## config.mk

```make
export PLATFORM = sky130hd
export DESIGN_NAME = codeword_receiver
export DESIGN_NICKNAME = d
export VERILOG_FILES = /design/src/rtl/codeword_receiver.sv
export SDC_FILE = /design/constraint.sdc
export NUM_CORES = 2
export LEC_CHECK = 0
export CELL_PAD_IN_SITES_DETAIL_PLACEMENT = 0
export CELL_PAD_IN_SITES_GLOBAL_PLACEMENT = 1
export CORE_UTILIZATION = 49
export DETAILED_ROUTE_END_ITERATION = 10
export PLACE_DENSITY = 0.91
export SLEW_MARGIN = 10
export SYNTH_ARGS = -nofsm -noshare
export SYNTH_HDL_FRONTEND = slang
export SYNTH_SLANG_ARGS = --single-unit
export TNS_END_PERCENT = 1
```

## constraint.sdc

```tcl
create_clock -name clk -period 8 [get_ports clk]
set_input_delay 1.2 -clock clk [delete_from_list [all_inputs] [get_ports clk]]
set_output_delay 1.2 -clock clk [all_outputs]
set_load 0.1 [all_outputs]
```

## src/rtl/codeword_receiver.sv

```systemverilog
// Receive side of the serial systematic link: forwards message bits, re-encodes them
// with the block-circulant generator and checks the regenerated parity against the stream.
module codeword_receiver #(
   parameter int K        = 1024,
   parameter int K_N      = 256,
   parameter int BLK_BITS = 2,
   parameter int CNT_BITS = 11,
   parameter int ERR_BITS = 9
) (
   input  logic                clk,
   input  logic                rst,
   input  logic                y,
   input  logic                y_valid,
   input  logic                sof,
   input  logic [K_N-1:0]      gen_seed,
   output logic [BLK_BITS-1:0] blk_sel,
   output logic                msg_out,
   output logic                msg_valid,
   output logic                done,
   output logic                parity_ok,
   output logic [ERR_BITS-1:0] err_cnt
);
   localparam int LG = $clog2(K_N);

   typedef enum logic [1:0] {IDLE, MSG, PAR, DONE} state_t;
   state_t state, state_nxt;

   logic [CNT_BITS-1:0] cnt, cnt_p1;
   logic [K_N-1:0]      acc, row, row_eff, acc_msg;
   logic [ERR_BITS-1:0] err_int, err_nxt;
   logic [LG-1:0]       pidx;
   logic                pend, pend_y;
   logic                start, in_msg, in_par, last_msg, last_par, mis;

   function automatic logic [K_N-1:0] rotr(input logic [K_N-1:0] x);
      return {x[0], x[K_N-1:1]};
   endfunction

   assign start    = y_valid & sof;
   assign in_msg   = y_valid & ~sof & (state == MSG);
   assign in_par   = y_valid & ~sof & (state == PAR);
   assign last_msg = in_msg & (cnt == CNT_BITS'(K-1));
   assign last_par = in_par & (cnt == CNT_BITS'(K+K_N-1));
   assign cnt_p1   = cnt + 1'b1;
   // K is a multiple of K_N, so the low bits of cnt give the parity index
   assign pidx     = ~cnt[LG-1:0];
   assign mis      = y ^ acc[pidx];
   assign err_nxt  = (mis && err_int != ERR_BITS'(K_N)) ? err_int + 1'b1 : err_int;

   // An abort mid-message sees the stale block's seed on bit 0; that bit is
   // deferred (pend) and folded in on bit 1, once blk_sel is back at block 0.
   always_comb begin
      row_eff = row;
      if (pend)
         row_eff = rotr(gen_seed);
      else if (cnt[LG-1:0] == '0)
         row_eff = gen_seed;
      acc_msg = acc ^ (y ? row_eff : '0) ^ ((pend & pend_y) ? gen_seed : '0);
   end

   always_comb begin
      state_nxt = state;
      if (start)
         state_nxt = MSG;
      else begin
         case (state)
            IDLE:    state_nxt = IDLE;
            MSG:     if (last_msg) state_nxt = PAR;
            PAR:     if (last_par) state_nxt = DONE;
            default: state_nxt = IDLE;
         endcase
      end
   end

   always_ff @(posedge clk or negedge rst) begin
      if (!rst) state <= IDLE;
      else      state <= state_nxt;
   end

   always_ff @(posedge clk or negedge rst) begin
      if (!rst) begin
         cnt       <= '0;
         acc       <= '0;
         row       <= '0;
         err_int   <= '0;
         pend      <= 1'b0;
         pend_y    <= 1'b0;
         blk_sel   <= '0;
         msg_out   <= 1'b0;
         msg_valid <= 1'b0;
         done      <= 1'b0;
         parity_ok <= 1'b0;
         err_cnt   <= '0;
      end else begin
         done      <= 1'b0;
         msg_valid <= 1'b0;
         if (start) begin
            cnt       <= CNT_BITS'(1);
            err_int   <= '0;
            msg_out   <= y;
            msg_valid <= 1'b1;
            blk_sel   <= '0;
            if (blk_sel != '0) begin
               acc    <= '0;
               pend   <= 1'b1;
               pend_y <= y;
            end else begin
               acc    <= y ? gen_seed : '0;
               row    <= rotr(gen_seed);
               pend   <= 1'b0;
            end
         end else if (in_msg) begin
            acc       <= acc_msg;
            row       <= rotr(row_eff);
            pend      <= 1'b0;
            msg_out   <= y;
            msg_valid <= 1'b1;
            cnt       <= cnt_p1;
            blk_sel   <= last_msg ? '0 : BLK_BITS'(cnt_p1 >> LG);
         end else if (in_par) begin
            if (last_par) begin
               done      <= 1'b1;
               err_cnt   <= err_nxt;
               parity_ok <= (err_nxt == '0);
               cnt       <= '0;
               acc       <= '0;
               err_int   <= '0;
            end else begin
               cnt     <= cnt_p1;
               err_int <= err_nxt;
            end
         end
      end
   end
endmodule

```

==> results list <==
* Endpoint arrival time on the critical path: 5.57 ns
* Vias per inst: 5.91
- Peak per-stage delay on the critical path: 1.00 ns
- Internal power: 9.04 mW
- Ordered cell list for the critical path: buf_4 > mux4_2 > a22oi_1 > a21oi_1 > nor4_1 > o32ai_1 > a211oi_4 > mux2_2 > mux2_2 > a22o_1
- Switch share: 0.387
- For this design the top-level I/O count stands at 276.
- Post-CTS repair timing setup buffer count: 0
* Top_reg_cell synth: sky130_fd_sc_hd__dfrtp_1
- CTS Buffer Depth: 3
- The number of antenna violations at the first check in global routing is 13.
- Critical path endpoint category: flip-flop
* Quantity of hold-fixing buffers added after cts: 0
- Counting tap cells, the placed design contains a total of 5,577 instances.
- Inserted Clock Buffers: 67
- Final clock skew: 0.0216 ns
* Number of pins with negative max-slew slack in the final report: 0
- After synthesis the netlist holds a flip-flop and latch count of 551.
- Prior to clock tree synthesis, the placed netlist has a worst setup slack of 2.75 ns.
* Slew at the pin with the worst max-slew slack: 1.21 ns
* Routed length per placed instance: 20.0 um
- Later-pin clock latency in the skew report: 0.61 ns
- Summed over all nets, the switching power comes to 5.71 mW.
- Once routing completed, OpenROAD measured the worst setup slack at 2.90 ns.
- Type of the worst setup path: reg -> reg
* Most frequent cell on the critical path: sky130_fd_sc_hd__mux2_2
- For this run, the register share of the synthesized area comes to 0.363.
- STA puts the critical path data required time at 8.48 ns.
- Pwr/cell area: 341 mW/mm^2
- Port buffering added 275 buffers.
* Synthesis-to-layout area growth: 14.1%
- Ranked by total cell area, the synthesized netlist is headed by sky130_fd_sc_hd__dfrtp_1 36%, sky130_fd_sc_hd__nand2_1 11%, sky130_fd_sc_hd__mux2i_1 7.5%.
- Once detail routing completed, the nets flagged for antenna violations numbered 0.
* Number of library cell types mapped by synthesis: 50
- The finished layout holds 5,709 standard cells, fillers aside.
- The analysis attributes to cell leakage a power of 19.0 nW.
* Biggest area consumer among synthesized cells: sky130_fd_sc_hd__dfrtp_1
- By count the netlist is led by 1,142 x sky130_fd_sc_hd__nand2_1, 551 x sky130_fd_sc_hd__dfrtp_1, 532 x sky130_fd_sc_hd__o21ai_0.
- Achievable clock frequency: 196 MHz
- The tree built by TritonCTS fans out to 551 sinks.
- Averaged over all synthesized cells, the footprint is 8.24 um^2.
- Summing every instance area after synthesis gives 0.0380 mm^2.
- Worst-case headroom to the max-slew limit: 0.191
* Setup violations, final: 0
- Crit path launch type: flip-flop
- Routed wire length: 114,000 um
- The H-tree was split into 3 levels.
* Drt initial violations: 2,949
- Measured along the y axis, the die boundary spans 280 um.
- Clock period minus worst slack: 5.10 ns
- Post-layout util: 0.568
* Syn nets: 4,879
- The first global-routing pass estimated 185,000 um of wire.
* Clock-pin slew on the worst setup and hold paths: 0.05 ns
* Area of the die: 0.0786 mm^2
- DRC: 0
* Synthesized instance count: 4,611
- The root buffer cell chosen for the clock tree is sky130_fd_sc_hd__clkbuf_16.
- Vias in the first global route: 32,600
- The worst hold path belongs to the class reg -> reg.
* Total negative setup slack: 0 ns
- Largest net degree at the start of global routing: 247
* Dominant cell by count in the synthesized netlist: sky130_fd_sc_hd__nand2_1
* Proportion of netlist area held by the largest area contributor: 0.363
- Overflow left after global routing: 0
- In this run, synthesis inferred 0 flip-flops with an integrated enable.
* First-pass iteration count of the detailed router: 5
- After floorplanning, the core was sized to cover 0.0763 mm^2.
* Worst vdd ir: 0.234 mV
* Layout cells sized above 1: 0.0478
- Fill cell count: 6,931
- Of the available clock period, the critical path in the final layout requires 0.637.
- The run finished with clean final reports.
* Post_cts resized: 0
* Share of total power in combinational logic: 0.460
- The initialized floorplan defines 101 standard-cell rows.
- The share of total power dissipated in sequential elements is 0.327.
* Cell with the largest stage delay on the worst path: sky130_fd_sc_hd__dfrtp_4
- Fraction of power consumed by the clock network: 0.214
- Across the run, the number of max-cap violations was 0.
- After synthesis, the share of flip-flops with an asynchronous set or reset is 1.00.
* Synthesis warning total: 0
- TritonCTS clock tree: built
* DP Wirelength: 66,600 um
- Largest fanout on the critical path: 39
* Horizontal die dimension: 280 um
- Setup repair after global routing left no endpoint under its margin.
- Detailed routing inserted a total of 33,700 vias.
- In the final design database the tool counted 4,884 nets.
- For this configuration, the core starts out at a cell density of 0.498.
* Final hold vios: 0
- Placer's final routability congestion estimate: 0.820
- In the global route stage, overall resource usage came out at 0.291.
==> state kept, by name, indices dropped and copies added, names as in the netlist <==
signal / cells
acc: 256
blk_sel: 2
cnt: 11
done: 1
err_cnt: 9
err_int: 9
msg_out: 1
msg_valid: 1
parity_ok: 1
pend: 1
pend_y: 1
row: 256
state: 2
==> final cells by class <==
type,instances,area [um^2],area share
inverters,12,45.0,0.00104
diodes,14,35.0,0.000808
clock inverters,20,210,0.00485
well taps,1030,1290,0.0297
repair buffers,310,3190,0.0736
multi-input cells,3674,22700,0.525
flip-flops and latches,551,13800,0.318
clock buffers,98,2030,0.0467
==> metrics by stage <==
step           total power, mW  area (um^2)  hold WS, ns
6_report                  14.8        43300        0.473
2_1_floorplan             9.99        38000        0.449
4_1_cts                   14.8        43300        0.478
3_5_place_dp              11.6        41100        0.465
3_3_place_gp              11.4        41100        0.458
5_1_grt                   15.8        43300        0.482
==> cells in the final DEF (no fill, tap or decap), types with 3 or more instances in the layout <==
cell                              Yosys  final
sky130_fd_sc_hd__a211o_1              3      3
sky130_fd_sc_hd__a21o_1             194    194
sky130_fd_sc_hd__a21oi_1            338    337
sky130_fd_sc_hd__a22o_1               3      3
sky130_fd_sc_hd__a22oi_1            273    273
sky130_fd_sc_hd__and2_1               9      7
sky130_fd_sc_hd__and3_1               9      8
sky130_fd_sc_hd__buf_12               0     13
sky130_fd_sc_hd__buf_4                1     22
sky130_fd_sc_hd__bufinv_16            0      4
sky130_fd_sc_hd__clkbuf_1           252     10
sky130_fd_sc_hd__clkbuf_16            0     69
sky130_fd_sc_hd__clkbuf_8             0     19
sky130_fd_sc_hd__clkdlybuf4s50_1      0    273
sky130_fd_sc_hd__clkinv_2             0     13
sky130_fd_sc_hd__dfrtp_1            551    547
sky130_fd_sc_hd__dfrtp_4              0      3
sky130_fd_sc_hd__diode_2              0     14
sky130_fd_sc_hd__ha_1                 7      7
sky130_fd_sc_hd__inv_1               12     12
sky130_fd_sc_hd__mux2_2               6      6
sky130_fd_sc_hd__mux2i_1            284    284
sky130_fd_sc_hd__mux4_2              55     55
sky130_fd_sc_hd__nand2_1           1142   1139
sky130_fd_sc_hd__nand2_4              0      3
sky130_fd_sc_hd__nand2b_1            73     73
sky130_fd_sc_hd__nand3_1              9      8
sky130_fd_sc_hd__nand4_1              8      8
sky130_fd_sc_hd__nor2_1             145    145
sky130_fd_sc_hd__nor2b_1              6      6
sky130_fd_sc_hd__nor3_1               5      5
sky130_fd_sc_hd__nor4_1               5      5
sky130_fd_sc_hd__o21ai_0            532    532
sky130_fd_sc_hd__o22ai_1              9      9
sky130_fd_sc_hd__or3_1                3      3
sky130_fd_sc_hd__xnor2_1            268    268
sky130_fd_sc_hd__xor2_1             262    262
==> path summary, 6_finish.rpt <==
path	from	cells after the start	end	slack, ns
max in group asynchronous	rst	2	pend	5.81
min	row[155]	1	row[155]	0.47
min in group asynchronous	rst	1	row[231]	0.64
max	cnt[0]	10	err_int[1]	2.90
min reg2reg	row[155]	1	row[155]	0.47
max reg2reg	cnt[0]	10	err_int[1]	2.90
==> worst max-delay path, delay by kind of cell, from the launching register on <==
family                 cells  cell delay (ns)
muxes                      3             1.32
AOI/OAI and AO/OA          5             1.22
DFF                        1             1.00
and+or+nand+nor            1             0.74
buffers and inverters      1             0.64
==> cell families (layout without fill, tap and decap cells) <==
family                     after synthesis  count (layout)  share of synthesized area
other                                    0              14                          0
AOI/OAI and AO/OA                     1370            1370                      0.214
DFF                                    551             551                      0.363
xor gates and xnor gates               531             531                      0.123
and+or+nand+nor                       1421            1421                      0.149
muxes                                  345             345                      0.109
buffers and inverters                  386             440                     0.0397
adders and majority gates                7               7                    0.00231
==> power groups by stage <==
stage	logic [mW]	clock network [mW]	registers, mW
after global placement	6.62	0	4.80
after detailed placement	6.74	0	4.84
final	6.78	3.15	4.82
after floorplan	5.50	0	4.48
after CTS	6.78	3.20	4.80
after global routing	7.54	3.31	4.95
==> per-layer routing <==
layer | share of wire | vias up | GRT usage
met3 | 0.058 | 171 | 0.0334
met5 | 0.000061 | - | 0
li1 | - | 15800 | -
met1 | 0.45 | 16600 | 0.406
met2 | 0.47 | 1070 | 0.471
met4 | 0.026 | 2 | 0.0929
Note: power is estimated with default switching activity, not from simulation.
